==> src/rtl/counter_bcd_capture_ndigits.sv <==
// N-digit BCD event counter with capture register, sticky overflow and wrap/saturate mode.
// Define BCD_LEADING_ZERO_BLANK_EN to register a leading-zero blank mask alongside the captured value.
module counter_bcd_capture_ndigits #(
  parameter int DIGITS_NUM = 6,
  parameter bit SATURATE   = 1'b0
) (
  input  logic                    clk_in,
  input  logic                    reset_in,
  input  logic                    count_in,
  input  logic                    capture_in,
  input  logic                    clear_in,
  output logic [4*DIGITS_NUM-1:0] count_out,
  output logic [4*DIGITS_NUM-1:0] captured_out,
  output logic                    captured_ovf_out,
  output logic                    capture_valid_out,
  output logic                    overflow_out,
  output logic [DIGITS_NUM-1:0]   blank_out
);

  localparam int W = 4 * DIGITS_NUM;

  // BCD add of a single enable bit; bit W is the carry out of the top digit,
  // which is only set when every digit was 9 and the enable was high.
  function automatic logic [W:0] bcd_inc(input logic [W-1:0] v, input logic en);
    logic [W:0] r;
    logic       carry;
    r     = '0;
    carry = en;
    for (int g = 0; g < DIGITS_NUM; g++) begin
      if (carry && (v[4*g +: 4] >= 4'd9)) begin
        r[4*g +: 4] = 4'd0;
      end else begin
        r[4*g +: 4] = v[4*g +: 4] + {3'd0, carry};
        carry       = 1'b0;
      end
    end
    r[W] = carry;
    return r;
  endfunction

  logic [W-1:0] count_q, count_d;
  logic [W-1:0] captured_q, captured_d;
  logic         overflow_q, overflow_d;
  logic         cap_ovf_q, cap_ovf_d;
  logic         valid_q, valid_d;

  logic [W:0]   inc_s;
  logic         max_inc_s;
  logic [W-1:0] next_s;
  logic         ovf_next_s;

  // Live count after this edge's event, before clear/capture priority.
  always_comb begin
    inc_s      = bcd_inc(count_q, count_in);
    max_inc_s  = inc_s[W];
    if (max_inc_s && SATURATE) begin
      next_s = count_q;
    end else begin
      next_s = inc_s[W-1:0];
    end
    ovf_next_s = overflow_q | max_inc_s;
  end

  // Clear beats capture beats normal counting.
  always_comb begin
    count_d    = next_s;
    overflow_d = ovf_next_s;
    captured_d = captured_q;
    cap_ovf_d  = cap_ovf_q;
    valid_d    = 1'b0;
    if (clear_in) begin
      count_d    = '0;
      overflow_d = 1'b0;
    end else if (capture_in) begin
      captured_d = next_s;
      cap_ovf_d  = ovf_next_s;
      count_d    = '0;
      overflow_d = 1'b0;
      valid_d    = 1'b1;
    end else begin
      count_d    = next_s;
      overflow_d = ovf_next_s;
    end
  end

  // State registers with synchronous reset.
  always_ff @(posedge clk_in) begin
    if (reset_in) begin
      count_q    <= '0;
      captured_q <= '0;
      overflow_q <= 1'b0;
      cap_ovf_q  <= 1'b0;
      valid_q    <= 1'b0;
    end else begin
      count_q    <= count_d;
      captured_q <= captured_d;
      overflow_q <= overflow_d;
      cap_ovf_q  <= cap_ovf_d;
      valid_q    <= valid_d;
    end
  end

  assign count_out         = count_q;
  assign captured_out      = captured_q;
  assign overflow_out      = overflow_q;
  assign captured_ovf_out  = cap_ovf_q;
  assign capture_valid_out = valid_q;

`ifdef BCD_LEADING_ZERO_BLANK_EN
  // Bit g set when digit g and all higher digits are zero; digit 0 never blanks.
  function automatic logic [DIGITS_NUM-1:0] lead_zero_mask(input logic [W-1:0] v);
    logic [DIGITS_NUM-1:0] m;
    logic                  zero_above;
    m          = '0;
    zero_above = 1'b1;
    for (int g = DIGITS_NUM - 1; g > 0; g--) begin
      zero_above = zero_above & (v[4*g +: 4] == 4'd0);
      m[g]       = zero_above;
    end
    return m;
  endfunction

  logic [DIGITS_NUM-1:0] blank_q, blank_d;

  // Mask follows the captured value on every accepted capture.
  always_comb begin
    blank_d = blank_q;
    if (capture_in && !clear_in) begin
      blank_d = lead_zero_mask(next_s);
    end else begin
      blank_d = blank_q;
    end
  end

  // Blank mask register.
  always_ff @(posedge clk_in) begin
    if (reset_in) begin
      blank_q <= '0;
    end else begin
      blank_q <= blank_d;
    end
  end

  assign blank_out = blank_q;
`else
  assign blank_out = '0;
`endif

endmodule

==> config.mk <==
export PLATFORM = sky130hd
export DESIGN_NAME = counter_bcd_capture_ndigits
export DESIGN_NICKNAME = d
export VERILOG_FILES = /design/src/rtl/counter_bcd_capture_ndigits.sv
export SDC_FILE = /design/constraint.sdc
export NUM_CORES = 1
export LEC_CHECK = 0
export BUFFER_PORTS_ARGS = -buffer_cell sky130_fd_sc_hd__buf_2
export CAP_MARGIN = 20
export CELL_PAD_IN_SITES_DETAIL_PLACEMENT = 2
export CELL_PAD_IN_SITES_GLOBAL_PLACEMENT = 2
export CORE_UTILIZATION = 32
export CTS_CLUSTER_DIAMETER = 150
export CTS_CLUSTER_SIZE = 10
export DETAILED_ROUTE_END_ITERATION = 10
export GPL_TIMING_DRIVEN = 0
export PLACE_DENSITY = 0.82
export RECOVER_POWER = 50
export SYNTH_ARGS = -nofsm -noshare
export SYNTH_HDL_FRONTEND = slang
export SYNTH_SLANG_ARGS = --single-unit
export TNS_END_PERCENT = 100
==> constraint.sdc <==
create_clock -name clk_in -period 3.8 [get_ports clk_in]
set_input_delay 0.57 -clock clk_in [delete_from_list [all_inputs] [get_ports clk_in]]
set_output_delay 0.57 -clock clk_in [all_outputs]
set_load 0.01 [all_outputs]
==> out/summary.txt <==
=============================================================================
Net total in the final layout                                             306
Antenna violations before repair                                            0
Post-synth design cell area                                      0.002117 mm^2
Total die area                                                   0.006945 mm^2
Family with the most delay on the worst path                     compound AO/OA/AOI/OAI gates
Adder-Cell Fraction of Synth Area                                      7.092%
Tcrit/Tclk final                                                       71.53%
Number of buffers added by the clock tree synthesis step                    5
Syn_area_per_cell                                                  9.536 um^2
DRT Wirelength                                                        5832 um
Critical path origin                                             count_out[2]$_SDFF_PP0_
Yosys top cell area share                                              48.23%
Final Hold Violating Endpoints                                              0
I/O Pins                                                                   62
Area overhead of the layout relative to synthesis                      18.85%
Total number of vias                                                     1849
Complex-gate fraction of the synthesized area                          10.99%
# diodes                                                                    0
Total number of placement rows                                             29
Port-buffer cells                                                          55
Simple-gate portion of the synthesized area                            21.28%
Number of setup buffers added after CTS                                     0
Synth Warn #                                                                0
Final worst-path setup slack                                         1.082 ns
Setup-failing EPs final                                                     0
Max Transition Viols Final                                                  0
Multi-input logic area                                             953.4 um^2
Async set-reset flop share out of synthesis                                0%
Delay contributed by the slowest stage of the critical path           0.63 ns
Clock latency at the later pin of the worst-skew pair                 0.31 ns
Flip-flop and latch count after synthesis                                  51
Via density per instance                                                5.038
Cell leakage power                                                   1.038 nW
Gr busiest metal                                                         met2
Number of enable flip-flop cells after synthesis                            0
Dpl ws                                                               1.080 ns
Combinational family with the most area after synthesis          simple AND/OR/NAND/NOR gates
Min-Delay Startpoint                                             captured_out[5]$_SDFFE_PP0P_
First-pass GRT wire length                                            9397 um
Cts-stage hold buffer count                                                 0
Startpoint kind of the worst setup timing path                       register
Power per Cell Area                                              354.8 mW/mm^2
Number of maximum-capacitance constraint violations                         0
Dominant register cell in the synthesized netlist                sky130_fd_sc_hd__dfxtp_1
Initial Util                                                           33.34%
Req. time, crit path                                                  4.04 ns
Final setup skew                                                  0.005866 ns
Setup TNS Final                                                          0 ns
Instance count after placement with tap cells included                    359
GR Overflow Total                                                           0
Biggest area contributors in the synthesized netlist             sky130_fd_sc_hd__dfxtp_1 48%, sky130_fd_sc_hd__ha_1 7.1%, sky130_fd_sc_hd__nand3_1 4.0%, sky130_fd_sc_hd__a21oi_1 3.8%, sky130_fd_sc_hd__and3_1 3.3%
Register-to-Register Setup Slack                                      1.08 ns
Met2 track demand over resource in global routing                      29.14%
Register area                                                    0.001021 mm^2
Clock sink count                                                           51
Number of standard cells in the final layout excluding fillers            367
Min Clock Period, post-route                                         2.718 ns
Largest net degree at the start of global routing                          16
Transition at the pin with the smallest max-transition slack        0.9507 ns
Unrepaired setup endpoints after global routing                            no
Half-perimeter wire length after detailed placement                   4353 um
Number of DRC violations after detailed-routing iteration 0                57
Final routed wire length divided by cell count                       15.89 um
Aggregate global-route resource usage                                  17.18%
Origin of the critical flop-to-flop path                         count_out[2]$_SDFF_PP0_
Part of the Yosys area used for sequential elements                    48.23%
Clock-pin slew on the worst setup and hold paths                      0.09 ns
Maximum level of the CTS H-tree                                             2
Met3 routing resource usage after global routing                       3.380%
DR DRC count                                                                0
Worst min-delay path class                                       register to register
Placer's final routability congestion estimate                         0.7880
Max-slew headroom                                                      36.08%
Worst VDD drop                                                    0.0001231 V
Vias in the first global route                                           1877
Endpoint arrival time on the critical path                            2.96 ns
Share of layout cells above drive strength 1                           10.00%
Die width                                                            83.34 um
Worst setup path category                                        register to register
Fmax                                                                367.9 MHz
Outcome                                                             completed
Slowest cell on crit path                                        sky130_fd_sc_hd__o311ai_0
Placeable core region                                            0.006350 mm^2
Worst Setup End Kind                                                 register
Max Fanout on Critical Path                                                10
Buffers & Inverters on Critical Path                                        3
Initial DRT Pass Iterations                                                 4
TritonCTS clock tree                                                    built
Clock Root Buffer                                                sky130_fd_sc_hd__clkbuf_8
CTS Buffer Depth                                                            2
# fillers                                                                 745
Ordered cell list for the critical path                          o311ai_0 > clkbuf_1 > or2_1 > buf_6 > inv_2 > ha_1 > nand3_1 > xor2_1 > or3b_2 > a21oi_1
Global routing usage on met1                                           22.00%
Vertical extent of the die                                           83.34 um
Cell type with the largest total area after synthesis            sky130_fd_sc_hd__dfxtp_1
Instance count of the mapped netlist                                      222
Xor/xnor cell area share of the yosys netlist                          4.965%
Number of antenna-violating nets in the routed design                       0
Mux share of post-synthesis cell area                                      0%
Number of unique standard cell types used by synthesis                     36
Cells resized by post-CTS repair                                            0
=============================================================================
through the flow:
stage | power [mW] | hold WS [ns] | util, % | instance area (um^2)
global route | 0.9326 | 0.4848 | 39.63 | 2516
finish | 0.8926 | 0.4612 | 39.63 | 2516
floorplan | 0.5753 | 0.4760 | - | 2136
detailed placement | 0.5924 | 0.4522 | 39.49 | 2507
global placement | 0.5909 | 0.4387 | 39.49 | 2507
CTS | 0.9013 | 0.4669 | 40.83 | 2592
synthesized netlist by cell type (all sizes together), types with 2 or more instances:
cell type,instances
nand2,18
clkbuf,10
ha,12
xnor2,5
nand3b,6
inv,8
nor3,11
o31ai,5
nand3,17
or3,4
o41ai,6
nor2,12
a21oi,16
dfxtp,51
o211ai,2
a22oi,2
buf,10
xor2,7
and3,11
area by class of cell:
type	count	share of cell area, %
buffer	20	4.625
clock buffer	6	2.884
clock inverter	2	0.4973
inverter	8	1.193
multi-input combinational	148	37.89
sequential	51	40.58
tap	77	3.829
timing repair buffer	55	8.503
path summary, 6_finish.rpt:
check,endpoint,depth (start not counted)
min,captured_out[5]$_SDFFE_PP0P_,2
max,captured_out[11]$_SDFFE_PP0P_,10
max reg2reg,captured_out[11]$_SDFFE_PP0P_,10
min reg2reg,captured_out[5]$_SDFFE_PP0P_,2
layer usage:
layer,up-vias,share of wire [%]
met5,-,0
met4,0,1.3
met3,6,4.2
met2,47,48
met1,904,46
li1,892,-
power by group:
group	switching [mW]	internal, mW
combinational	0.0298	0.0123
clock	0.184	0.129
sequential	0.00114	0.536
worst min-delay path, stage by stage (launching register included):
cell                      delay [ns]
sky130_fd_sc_hd__dfxtp_1        0.32
sky130_fd_sc_hd__nand2_1        0.05
sky130_fd_sc_hd__a21oi_1        0.05
logic make-up after synthesis:
group | after synthesis
other | 1
xor gates and xnor gates | 12
DFF | 51
buffers and inverters | 28
AOI/OAI and AO/OA | 34
and+or+nand+nor | 84
adders and majority gates | 12
sequential cells by signal, indices dropped and copies added, names as in the netlist:
name and flops:
captured_out 24, count_out 24, capture_valid_out 1, overflow_out 1
captured_ovf_out 1
placed cells by master (no fill, tap or decap), drive strengths merged, types with 6 or more instances in the layout:
| cell | instances |
|---|---|
| nand3 | 17 |
| nor3 | 11 |
| clkbuf | 66 |
| inv | 8 |
| conb | 6 |
| buf | 15 |
| a21oi | 16 |
| nor2 | 12 |
| dfxtp | 51 |
| nand2 | 18 |
| and3 | 11 |
| o41ai | 6 |
| nand3b | 6 |
| ha | 12 |
| xor2 | 7 |
Power figures use the tool's default switching activity.
